### src/rtl/riscv_core_stage_act_ctrl.sv
// Pipeline activation controller: per-stage ACT/CLR from a ramp/run/drain/halt FSM
// with stall freezing, flush clears and a global ACT gate.
module riscv_core_stage_act_ctrl #(
  parameter int NUM_STAGES = 5,
  parameter int RAMP_STEP  = 1
) (
  input  logic                  i_clk,
  input  logic                  i_rst_n,
  input  logic                  i_act,
  input  logic [NUM_STAGES-1:0] i_stall,
  input  logic [NUM_STAGES-1:0] i_flush,
  input  logic                  i_halt_req,
  input  logic                  i_resume_req,
  output logic [NUM_STAGES-1:0] o_stage_act,
  output logic [NUM_STAGES-1:0] o_stage_clr,
  output logic                  o_ctrl_act,
  output logic                  o_halted,
  output logic [1:0]            o_state_dbg
);

  localparam int RW = $clog2(NUM_STAGES * RAMP_STEP + 1);
  localparam int DW = $clog2(NUM_STAGES);
  localparam logic [RW-1:0] RAMP_END   = RW'((NUM_STAGES - 1) * RAMP_STEP);
  localparam logic [DW-1:0] DRAIN_LOAD = DW'(NUM_STAGES - 1);

  typedef enum logic [1:0] {
    ST_RAMP   = 2'd0,
    ST_RUN    = 2'd1,
    ST_DRAIN  = 2'd2,
    ST_HALTED = 2'd3
  } state_t;

  state_t                r_state;
  logic [RW-1:0]         r_ramp_cnt;
  logic [DW-1:0]         r_drain_cnt;

  logic [RW-1:0]         w_ramp_inc;
  logic                  w_stall_any;
  logic                  w_gate;
  logic [NUM_STAGES-1:0] w_base_en;
  logic [NUM_STAGES-1:0] w_frozen;
  logic [NUM_STAGES-1:0] w_bubble;
  logic [NUM_STAGES-1:0] w_flush_clr;

  assign w_ramp_inc  = r_ramp_cnt + RW'(1);
  assign w_stall_any = |i_stall;
  assign w_gate      = i_rst_n & i_act;

  // Drain finishes on the unstalled cycle that takes the counter to zero.
  always_ff @(posedge i_clk or negedge i_rst_n) begin
    if (!i_rst_n) begin
      r_state     <= ST_RAMP;
      r_ramp_cnt  <= '0;
      r_drain_cnt <= '0;
    end else if (i_act) begin
      case (r_state)
        ST_RAMP: begin
          r_ramp_cnt <= w_ramp_inc;
          if (w_ramp_inc >= RAMP_END) r_state <= ST_RUN;
        end
        ST_RUN: begin
          if (i_halt_req) begin
            r_state     <= ST_DRAIN;
            r_drain_cnt <= DRAIN_LOAD;
          end
        end
        ST_DRAIN: begin
          if (!w_stall_any) begin
            if (r_drain_cnt <= DW'(1)) begin
              r_drain_cnt <= '0;
              r_state     <= ST_HALTED;
            end else begin
              r_drain_cnt <= r_drain_cnt - DW'(1);
            end
          end
        end
        ST_HALTED: begin
          if (i_resume_req) r_state <= ST_RUN;
        end
        default: r_state <= ST_RAMP;
      endcase
    end
  end

  always_comb begin
    w_base_en = '0;
    case (r_state)
      ST_RAMP: begin
        for (int i = 0; i < NUM_STAGES; i++)
          w_base_en[i] = (32'(r_ramp_cnt) >= 32'(i * RAMP_STEP));
      end
      ST_RUN:   w_base_en = '1;
      ST_DRAIN: begin
        w_base_en    = '1;
        w_base_en[0] = 1'b0;
      end
      default:  w_base_en = '0;
    endcase
  end

  // frozen[i]: some stage at or above i stalls; flush_clr[j]: some stage above j flushes.
  always_comb begin
    w_frozen    = '0;
    w_bubble    = '0;
    w_flush_clr = '0;
    w_frozen[NUM_STAGES-1] = i_stall[NUM_STAGES-1];
    for (int i = NUM_STAGES - 2; i >= 0; i--) begin
      w_frozen[i]    = w_frozen[i+1] | i_stall[i];
      w_flush_clr[i] = w_flush_clr[i+1] | i_flush[i+1];
    end
    for (int i = 1; i < NUM_STAGES; i++)
      w_bubble[i] = i_stall[i-1] & ~w_frozen[i];
  end

  assign o_stage_clr = {NUM_STAGES{w_gate}} & w_base_en & (w_bubble | w_flush_clr);
  assign o_stage_act = {NUM_STAGES{w_gate}} & w_base_en & (~w_frozen | w_flush_clr);
  assign o_ctrl_act  = w_gate & (r_state != ST_HALTED);
  assign o_halted    = w_gate & (r_state == ST_HALTED);
  assign o_state_dbg = r_state;

endmodule

### config.mk
export PLATFORM = sky130hd
export DESIGN_NAME = riscv_core_stage_act_ctrl
export DESIGN_NICKNAME = d
export VERILOG_FILES = /design/src/rtl/riscv_core_stage_act_ctrl.sv
export SDC_FILE = /design/constraint.sdc
export NUM_CORES = 1
export LEC_CHECK = 0
export ABC_AREA = 1
export BUFFER_PORTS_ARGS = -buffer_cell sky130_fd_sc_hd__buf_2
export CAP_MARGIN = 30
export CORE_UTILIZATION = 50
export DETAILED_ROUTE_END_ITERATION = 10
export PLACE_DENSITY_LB_ADDON = 0.2
export REMOVE_ABC_BUFFERS = 1
export SYNTH_ARGS = -nofsm -noshare
export SYNTH_HDL_FRONTEND = slang
export SYNTH_SLANG_ARGS = --single-unit
### constraint.sdc
create_clock -name i_clk -period 3 [get_ports i_clk]
set_input_delay 0.15 -clock i_clk [delete_from_list [all_inputs] [get_ports i_clk]]
set_output_delay 0.15 -clock i_clk [all_outputs]
set_load 0.1 [all_outputs]
==> key figures, run 1 <==
Run status
  • Outcome: finished clean

Synth
  • Synth Area in Adders: 0.1569
  • Sequential share of the synthesized area: 0.2282
  • #FFs+latches synth: 8
  • Post-synthesis mux area share: 0
  • Post-Synthesis Cells: between 100 and 150
  • Simple-gate portion of the synthesized area: 0.4265
  • Avg Inst Size Synth: 6.695 um2
  • Largest family of logic cells by synthesized area: simple AND/OR/NAND/NOR gates
  • Complex-gate fraction of the synthesized area: 0.07989
  • Synth warn: 0
  • Post-synthesis cell area: 877.1 um2
  • Synth top area cells: dfrtp_1, nand2_1, ha_1, inv_1, nor2_1
  • Post-synth top area cell: dfrtp_1
  • Top cell type's share of synthesized area: 0.2282
  • Synth Area in XOR/XNOR: 0.009986
  • Netlist cell types: 22

STA
  • Fin. Hold Viols: 0
  • Setup TNS: 0 ns
  • Minimum clock period: just over 2 ns
  • Max Clk Rate: 0.4913 GHz
  • Crit share post-route: 0.6785
  • Fin. max-slew vios: 0
  • Setup violations, final: 0
  • WHS: between 0.2 and 0.3 ns
  • Worst slew pin tran: roughly 0.5 ns
  • Unrepaired setup endpoints after global routing: no
  • Setup ws final: between 0.9 and 1 ns
  • Max_slew headroom: 0.6720
  • Post-Route Skew: between 0.005 and 0.006 ns

Route
  • TritonRoute pass-1 iters: 6
  • Drt wl/cell: between 9 and 10 um
  • Vias: roughly 880
  • Vias/cell: between 4 and 5
  • 1st-iter DRT viols: 22
  • DRC: 0
  • Routed Antenna Nets: 0
  • Wirelength, routed: between 1500 and 2000 um

Worst setup path
  • Crit Path Category: flop to output pin
  • Worst r2r src: r_ramp_cnt[1]
  • CP Launch Type: flop
  • Crit. Startpoint: o_state_dbg[1]
  • Worst endpoint data arrival time: between 1.5 and 2 ns
  • Setup crit end kind: output pin
  • Worst Reg2Reg Path Length in Cells: 8
  • WP data required: ~2.9 ns
  • Worst-path fanout max: 6
  • Flop-to-flop setup slack: 1.43 ns
  • R2R Path End: o_state_dbg[0]
  • Worst setup endpoint: o_stage_clr[2]

Final layout
  • Layout cells sized above 1: 0.3086
  • Post-route cell area: about 1100 um2
  • Synthesis-to-layout area growth: 21.40%
  • ANT cells: 0
  • Commonest non-fill, non-tap cells in the layout: nand2_1, buf_2, inv_1
  • Filler cell count: about 160
  • Commonest non-fill, non-tap cell in the layout: nand2_1
  • Final #Nets: 190
  • Core Util, Final: 0.6754

Floorplan
  • Die area: ~1900 um2
  • Num rows: 14
  • IO Pins: 29
  • Starting density of the core: 0.5563
  • Die Span Y: around 44 um
  • Die width: 43.88 um
  • Core box area: approximately 1600 um2

Place
  • Pre-CTS setup slack: roughly 1.2 ns
  • DP Area: ~1000 um2
  • Hpwl dp: around 1500 um
  • GPL Wtd Cong: 0.7949
  • IO Port Bufs: 27

Global routing
  • Antenna violations before repair: 0
  • Total track usage: 0.2043
  • Global-route wire length before repair: 3015 um
  • Gr ovfl total: 0
  • Largest net degree at the start of global routing: 10
  • Vias in the first global route: between 700 and 800

Clocking
  • Post CTS Setup Buffer Count: 0
  • Clk buf depth: 2
  • CTS tree: built
  • Worst-skew pair later-pin latency: ~0.25 ns
  • Worst-path clk slew: approximately 0.050 ns
  • Root Buffer: clkbuf_4
  • Clock sinks: 8
  • CTS Buf Count: 3
  • CTS H-tree depth: 1

Power and ir drop
  • VDD IR-drop max: about 570 uV
  • Leak: between 0.6 and 0.7 nW
  • PwrDens: roughly 1200 nW/um2

Run
  • Max Cap Viol: 0

Worst hold path
  • Hold Crit Class: input port to asynchronous set/reset pin
## cells in the mapped netlist (all sizes together)
library cell and count:
nand2 42, nor2 24, inv 23, ha 11
dfrtp 8, nand3 6, o21ai 5, a21oi 4
nand4 2, a21boi 1, a31oi 1, nor3 1
o21bai 1, or2 1, xor2 1
## final cells by class
type                       instances  area, um2  area share
clock buffer                       3      22.52     0.02115
multi-input combinational        100      590.6      0.5546
sequential                         8      200.2      0.1880
tap                               16      20.02     0.01880
timing repair buffer              28      145.1      0.1363
inverter                          23      86.33     0.08108
## power breakdown
part / internal, W / total [W] / switching [W]
Combinational: 0.000233 / 0.000910 / 0.000677
Sequential: 0.000163 / 0.000237 / 0.0000739
Clock: 0.0000456 / 0.0000797 / 0.0000341
Total: 0.000442 / 0.00123 / 0.000785
## layer usage
| layer | vias to the layer above | routed length, um | global-route usage |
|---|---|---|---|
| met5 | - | 0 | 0 |
| met4 | 0 | 16 | 0.06061 |
| li1 | 468 | - | - |
| met2 | 24 | 815 | 0.3582 |
| met3 | 2 | 90 | 0.04583 |
| met1 | 387 | 809 | 0.2494 |
## worst min-delay path by stage
| stage | startpoint | to | cells past startpoint |
|---|---|---|---|
| floorplan | i_rst_n | o_state_dbg[0] | 0 |
| global placement | i_rst_n | r_ramp_cnt[1] | 1 |
| detailed placement | i_rst_n | r_ramp_cnt[0] | 1 |
| CTS | i_rst_n | r_ramp_cnt[0] | 2 |
| global route | i_rst_n | r_ramp_cnt[1] | 2 |
| finish | i_rst_n | r_ramp_cnt[1] | 2 |
## kinds of logic after synthesis
| logic type | Yosys count |
|---|---|
| simple gates | 76 |
| buf+inv | 23 |
| compound gates | 12 |
| fa+ha+maj | 11 |
| flops | 8 |
| xor+xnor | 1 |
## what timing repair did
item,CTS,global route
endpoints found under the hold margin,8,0
hold buffers,1,0
gates resized for setup,0,0
## flip-flops by register name (all words and copies together), names as in the netlist
name         count
r_drain_cnt      3
r_ramp_cnt       3
o_state_dbg      2
## through the flow
step,std cells,total power (W)
after floorplan,131,0.0009864
after global placement,174,0.001122
after detailed placement,174,0.001150
after CTS,178,0.001234
after global routing,178,0.001334
final,178,0.001227
## critical path, stage by stage, from the launching register on
cell and delay, ns:
dfrtp_1 0.44, inv_1 0.09, ha_1 0.30, inv_1 0.09, nand2_1 0.08, nand3_1 0.08
nor2_1 0.11, buf_2 0.44
Power figures use the tool's default switching activity.
==> run 2: changes to the inputs <==
--- a/config.mk
+++ b/config.mk
@@ -8,7 +8,7 @@
 export ABC_AREA = 1
 export BUFFER_PORTS_ARGS = -buffer_cell sky130_fd_sc_hd__buf_2
 export CAP_MARGIN = 30
-export CORE_UTILIZATION = 50
+export CORE_UTILIZATION = 45
 export DETAILED_ROUTE_END_ITERATION = 10
 export PLACE_DENSITY_LB_ADDON = 0.2
 export REMOVE_ABC_BUFFERS = 1
==> constraint.sdc (replaced) <==
create_clock -name i_clk -period 1.8 [get_ports i_clk]
set_input_delay 0.09 -clock i_clk [delete_from_list [all_inputs] [get_ports i_clk]]
set_output_delay 0.09 -clock i_clk [all_outputs]
set_load 0.1 [all_outputs]
==> run 2 against run 1 <==
Compared with the run above: utilization grew 8.2 points; worst hold slack worse by 0.068 ns; clock skew grew 0.0026 ns; critical path type unchanged; worst setup slack worse by 0.95 ns; flip-flop and latch count is the same; count of clock-buffer cells in the layout unchanged; combinational power increased by 110%; total power increased by 100%.
==> key figures, run 2 (synthesis gave the netlist of run 1 again) <==
Floorplan
  • IO Pins: 29 (unchanged)
  • Starting density of the core: 0.4919 (was 0.5563)
  • Die width: 46.15 um (was 43.88 um)
  • Die area: 2130 um2 (was 1925 um2)
  • Num rows: 15 (was 14)
  • Die Span Y: 46.15 um (was 43.88 um)
  • Core box area: 1783 um2 (was 1577 um2)

Worst setup path
  • R2R Path End: o_state_dbg[1] (was o_state_dbg[0])
  • CP peak stage delay: 0.43 ns (was 0.44 ns)
  • Worst endpoint data arrival time: 1.69 ns (was 1.89 ns)
  • CP Launch Type: flop (unchanged)
  • Worst Reg2Reg Path Length in Cells: 9 (was 8)
  • Crit Path Category: flop to output pin (unchanged)
  • Setup crit end kind: output pin (unchanged)
  • Worst r2r src: o_state_dbg[0] (was r_ramp_cnt[1])
  • Flop-to-flop setup slack: 0.16 ns (was 1.43 ns)
  • Cell Chain, Critical Path: inv_1 > ha_2 > o21ai_1 > nand2_1 > nand3_4 > nor2_4 > buf_12 (was inv_1 > ha_1 > inv_1 > nand2_1 > nand3_1 > nor2_1 > buf_2)
  • Worst-path fanout max: 7 (was 6)
  • WP data required: 1.71 ns (was 2.85 ns)
  • Slowest CP cell: dfrtp_2 (was dfrtp_1)

Global routing
  • Gr ovfl total: 0 (unchanged)
  • Grt met1 use: 0.2542 (was 0.2494)
  • Antenna violations before repair: 0 (unchanged)
  • Grt met2 use: 0.3662 (was 0.3582)
  • Total track usage: 0.2135 (was 0.2043)
  • Layer carrying the most global-route usage: met2 (unchanged)
  • Grt met3 use: 0.01569 (was 0.04583)
  • Global-route wire length before repair: 3201 um (was 3015 um)
  • Vias in the first global route: 774 (was 788)
  • Largest net degree at the start of global routing: 10 (unchanged)

Worst hold path
  • Worst hold start: i_act
  • Cells on Worst Hold Path: 3
  • Worst Hold End: r_ramp_cnt[1]
  • Hold Crit Class: input port to flop (was input port to asynchronous set/reset pin)

STA
  • Minimum clock period: 1.783 ns
  • Worst slew pin tran: 0.4833 ns (was 0.4953 ns)
  • Max_slew headroom: 0.6800 (was 0.6720)
  • Crit share post-route: 0.9907
  • Max Clk Rate: around 0.56 GHz
  • Fin. Hold Viols: 0 (unchanged)
  • Post-Route Skew: 0.008411 ns (was 0.005845 ns)
  • Fin. max-slew vios: 0 (unchanged)
  • Setup violations, final: 0 (unchanged)
  • WHS: 0.2123 ns (was 0.2801 ns)

Run
  • Max Cap Viol: 0 (unchanged)

Route
  • Vias: 939 (was 881)
  • TritonRoute pass-1 iters: 4 (was 6)
  • Vias/cell: 4.840 (was 4.949)
  • Wirelength, routed: 2150 um (was 1731 um)
  • Drt wl/cell: 11.08 um (was 9.725 um)
  • Routed Antenna Nets: 0 (unchanged)
  • 1st-iter DRT viols: 13 (was 22)
  • DRC: 0 (unchanged)

Clocking
  • CTS tree: built (unchanged)
  • Root Buffer: clkbuf_4 (unchanged)
  • Clock sinks: 8 (unchanged)
  • CTS H-tree depth: 1 (unchanged)
  • Worst-skew pair later-pin latency: 0.26 ns (was 0.25 ns)
  • Clk buf depth: 2 (unchanged)
  • CTS Buf Count: 3 (unchanged)
  • Worst-path clk slew: 0.06 ns (was 0.05 ns)

Place
  • Placed cells: 183 (was 174)
  • Hpwl dp: 1573 um (was 1466 um)
  • IO Port Bufs: 27 (unchanged)
  • DP Area: 1194 um2 (was 1032 um2)
  • GPL Wtd Cong: 0.8029 (was 0.7949)

Final layout
  • Synthesis-to-layout area growth: 53.92% (was 21.40%)
  • Commonest non-fill, non-tap cells in the layout: nand2_1, inv_1, buf_2 (was nand2_1, buf_2, inv_1)
  • ANT cells: 0 (unchanged)
  • Final #Nets: 197 (was 190)
  • Post-route cell area: 1350 um2 (was 1065 um2)
  • Layout cells sized above 1: 0.4320 (was 0.3086)
  • Core Util, Final: 0.7572 (was 0.6754)
  • Post-Layout Cell Count: 194 (was 178)
  • Commonest non-fill, non-tap cell in the layout: nand2_1 (unchanged)

Power and ir drop
  • PwrDens: 1827 nW/um2 (was 1152 nW/um2)
  • Leak: 0.7033 nW (was 0.6428 nW)
  • VDD IR-drop max: 1571 uV (was 570.7 uV)
  • Post-route total power: 0.002467 W (was 0.001227 W)

Run status
  • Outcome: finished clean (unchanged)
run 2: cell types whose count changed in the layout (fill, tap and decap cells not counted), moves of 3 or more:
| cell | before | now |
|---|---|---|
| dfrtp_1 | 8 | 5 |
| dfrtp_2 | 0 | 3 |
| buf_12 | 0 | 10 |
| nor2_2 | 6 | 9 |
| buf_2 | 27 | 15 |
| nor2_1 | 16 | 10 |
| buf_4 | 0 | 7 |
| nor2_4 | 2 | 5 |
run 2: area by class of cell:
| cell class | instances | area, um2 |
|---|---|---|
| Timing Repair Buffer | 35 | 352.8 |
| Sequential cell | 8 | 203.9 |
| Inverter | 23 | 86.33 |
| Clock buffer | 3 | 22.52 |
| Tap cell | 25 | 31.28 |
| Multi-Input combinational cell | 100 | 653.1 |
| Fill cell | 131 | 432.9 |
run 2: worst max path at each step:
stage,from,to,slack [ns]
after global placement,o_state_dbg[0],o_stage_act[2],0.25
after floorplan,o_state_dbg[0],o_stage_act[0],-1.24
after detailed placement,o_state_dbg[0],o_stage_clr[2],0.22
after CTS,o_state_dbg[0],o_stage_clr[2],0.02
after global routing,o_state_dbg[0],o_stage_act[3],-0.05
final,o_state_dbg[1],o_stage_clr[2],0.02
run 2: critical path, delay by kind of cell (launching register included):
kind | cells | cell delay (ns)
AOI/OAI and AO/OA | 1 | 0.11
adders and majority gates | 1 | 0.27
buffers and inverters | 2 | 0.28
and+or+nand+nor | 3 | 0.35
DFF | 1 | 0.43
run 2: layer usage:
metal,routed length [um],part of all wire,vias up
met5,0,0,-
met4,44,0.020,0
met3,68,0.032,5
met2,1077,0.50,25
met1,960,0.45,428
li1,-,-,481
run 2: what timing repair did:
| item | CTS | global route |
|---|---|---|
| gates cloned | 0 | 0 |
| endpoints found under the setup margin | 5 | 9 |
| hold buffers | 1 | 0 |
| endpoints found under the hold margin | 8 | 0 |
| gates resized for setup | 8 | 14 |
| pin swaps | 1 | 3 |
| setup buffers | 3 | 4 |
run 2: where the power goes:
group / total, W / switching (W) / leakage [nW] / internal [W]
logic: 0.00193 / 0.00127 / 0.593 / 0.000664
registers: 0.000393 / 0.000114 / 0.0969 / 0.000279
clock network: 0.000140 / 0.0000634 / 0.0138 / 0.0000764
run 2: metrics by stage:
| stage | setup TNS (ns) | setup slack, ns |
|---|---|---|
| CTS | 0 | 0.01844 |
| global route | -0.1776 | -0.05276 |
| global placement | 0 | 0.2533 |
| finish | 0 | 0.01678 |
| floorplan | -13.54 | -1.243 |
| detailed placement | 0 | 0.2159 |
==> run 3: changes to the inputs <==
==> constraint.sdc (replaced) <==
create_clock -name i_clk -period 1.8 [get_ports i_clk]
set_input_delay 0.09 -clock i_clk [delete_from_list [all_inputs] [get_ports i_clk]]
set_output_delay 0.09 -clock i_clk [all_outputs]
set_load 0.01 [all_outputs]
==> run 3 against run 2 <==
Compared with the run above: flip-flop and latch count unchanged; fmax increased by 6.1%; clock skew about the same; total power decreased by 35%; worst hold slack got worse by 0.0050 ns; design area decreased by 18%; combinational power decreased by 45%; sequential power decreased by 2%; first-iteration DRC count increased by 23%; utilization decreased by 14 points; critical path depth unchanged; die area unchanged; largest cell class unchanged.
==> key figures, run 3 (synthesis gave the netlist of run 1 again) <==
Run status
  • Outcome: finished clean (unchanged)

Power and ir drop
  • Clk pwr share: 0.091 (was 0.057)
  • Internal power: 0.0007800 W (was 0.001019 W)
  • Leak: 0.6488 nW (was 0.7033 nW)
  • Sw Pwr: 0.0008163 W (was 0.001447 W)
  • PwrDens: 1448 nW/um2 (was 1827 nW/um2)
  • VDD IR-drop max: 941.1 uV (was 1571 uV)
  • Switching Fraction: 0.5114 (was 0.5867)
  • Combinational fraction of design power: 0.667 (was 0.784)
  • Sequential power share: 0.242 (was 0.159)

Floorplan
  • IO Pins: 29 (unchanged)
  • Core box area: 1783 um2 (unchanged)
  • Die width: 46.15 um (unchanged)
  • Num rows: 15 (unchanged)
  • Die area: 2130 um2 (unchanged)
  • Die Span Y: 46.15 um (unchanged)
  • Starting density of the core: 0.4919 (unchanged)

Worst setup path
  • Cell Chain, Critical Path: inv_1 > ha_2 > inv_1 > nand2_1 > nand3_1 > nor2_1 > buf_2 (was inv_1 > ha_2 > o21ai_1 > nand2_1 > nand3_4 > nor2_4 > buf_12)
  • Worst-path fanout max: 6 (was 7)
  • Crit Path Category: flop to output pin (unchanged)
  • Worst endpoint data arrival time: 1.59 ns (was 1.69 ns)
  • Slowest CP cell: dfrtp_2 (unchanged)
  • Setup crit end kind: output pin (unchanged)
  • CP Launch Type: flop (unchanged)
  • WP data required: 1.71 ns (about the same)
  • CP most frequent cell: inv_1
  • CP peak stage delay: 0.44 ns (was 0.43 ns)

Clocking
  • Worst-skew pair later-pin latency: 0.26 ns (about the same)
  • CTS tree: built (unchanged)
  • CTS Buf Count: 3 (unchanged)
  • Root Buffer: clkbuf_4 (unchanged)
  • Clock sinks: 8 (unchanged)
  • Worst-path clk slew: 0.06 ns (about the same)
  • Clk buf depth: 2 (unchanged)
  • CTS H-tree depth: 1 (unchanged)

STA
  • Crit share post-route: 0.9338 (was 0.9907)
  • Max Clk Rate: 0.5949 GHz (was 0.5608 GHz)
  • Fin. max-slew vios: 0 (unchanged)
  • Post-Route Skew: 0.008455 ns (was 0.008411 ns)
  • Worst slew pin tran: 0.2135 ns (was 0.4833 ns)
  • Setup ws final: 0.1192 ns (was 0.01678 ns)
  • Minimum clock period: 1.681 ns (was 1.783 ns)
  • Fin. Hold Viols: 0 (unchanged)
  • WHS: 0.2073 ns (was 0.2123 ns)
  • Setup TNS: 0 ns (unchanged)
  • Setup violations, final: 0 (unchanged)
  • Max_slew headroom: 0.8577 (was 0.6800)
  • Unrepaired setup endpoints after global routing: no

Place
  • DP Area: 1044 um2 (was 1194 um2)
  • Pre-CTS setup slack: 0.2799 ns (was 0.2159 ns)
  • Placed cells: 183 (unchanged)
  • Hpwl dp: 1512 um (was 1573 um)
  • GPL Wtd Cong: 0.8034 (was 0.8029)
  • IO Port Bufs: 27 (unchanged)

Final layout
  • Post-Layout Cell Count: 189 (was 194)
  • Final #Nets: 192 (was 197)
  • Commonest non-fill, non-tap cell in the layout: nand2_1 (unchanged)
  • ANT cells: 0 (unchanged)
  • Filler cell count: 175 (was 131)
  • Synthesis-to-layout area growth: 25.68% (was 53.92%)
  • Layout cells sized above 1: 0.3476 (was 0.4320)
  • Commonest non-fill, non-tap cells in the layout: nand2_1, buf_2, inv_1 (was nand2_1, inv_1, buf_2)
  • Post-route cell area: 1102 um2 (was 1350 um2)

Route
  • TritonRoute pass-1 iters: 4 (unchanged)
  • DRC: 0 (unchanged)
  • Drt wl/cell: 10.02 um (was 11.08 um)
  • Vias: 874 (was 939)
  • Vias/cell: 4.624 (was 4.840)
  • Wirelength, routed: 1894 um (was 2150 um)
  • 1st-iter DRT viols: 16 (was 13)
  • Routed Antenna Nets: 0 (unchanged)

Global routing
  • Global-route wire length before repair: 2987 um (was 3201 um)
  • Vias in the first global route: 766 (was 774)
  • Gr ovfl total: 0 (unchanged)
  • Largest net degree at the start of global routing: 10 (unchanged)
  • Antenna violations before repair: 0 (unchanged)
  • Total track usage: 0.1946 (was 0.2135)

Worst hold path
  • Hold Crit Class: input port to asynchronous set/reset pin (was input port to flop)

Run
  • Max Cap Viol: 0 (unchanged)
==> run 3: stage by stage <==
stage | total power, W | utilization
final | 0.001596 | 0.6182
after global routing | 0.001780 | 0.6182
after CTS | 0.001549 | 0.6035
after detailed placement | 0.001391 | 0.5853
after global placement | 0.001350 | 0.5853
after floorplan | 0.001133 | -
==> run 3: power groups by stage <==
stage | clock (W) | combinational, W | sequential, W
3_3_place_gp | 0 | 0.000964 | 0.000386
3_5_place_dp | 0 | 0.000997 | 0.000394
2_1_floorplan | 0 | 0.000757 | 0.000377
6_report | 0.000145 | 0.00107 | 0.000386
5_1_grt | 0.000158 | 0.00123 | 0.000397
4_1_cts | 0.000154 | 0.00100 | 0.000391
==> run 3: final cells by class <==
class	instances	area [um2]	area share
tap	25	31.28	0.02838
inverter	23	86.33	0.07832
sequential	8	203.9	0.1850
clock buffer	3	22.52	0.02043
timing repair buffer	30	160.2	0.1453
multi-input combinational	100	598.1	0.5426
==> run 3: worst paths after layout <==
kind                            depth (start not counted)              to           start  slack (ns)
worst max register to register                          8  o_state_dbg[1]   r_ramp_cnt[0]        0.30
worst min-delay path                                    2  r_drain_cnt[1]         i_rst_n        0.21
max in group asynchronous                               2   r_ramp_cnt[1]         i_rst_n        1.38
min in group i_clk                                      3   r_ramp_cnt[2]           i_act        0.21
worst max-delay path                                    7  o_stage_clr[2]  o_state_dbg[1]        0.12
worst min register to register                          2  r_drain_cnt[1]  r_drain_cnt[1]        0.53
==> run 3: critical path, delay by kind of cell (launching register included) <==
| family | cells | cell delay, ns |
|---|---|---|
| buffers and inverters | 3 | 0.37 |
| DFF | 1 | 0.44 |
| and+or+nand+nor | 3 | 0.25 |
| adders and majority gates | 1 | 0.28 |
==> run 3: routing by layer <==
layer  global-route usage  wire length (um)  vias up
met3              0.01176                64        2
met1               0.2321               900      384
li1                     -                 -      468
met5                    0                 0        -
met2               0.3437               917       20
met4               0.1059                11        0
==> run 3: repair_timing <==
action,in CTS,in global routing
buffers inserted,0,2
hold endpoints to repair,8,0
gates resized for setup,0,5
endpoints found under the setup margin,0,4
hold buffers,1,0
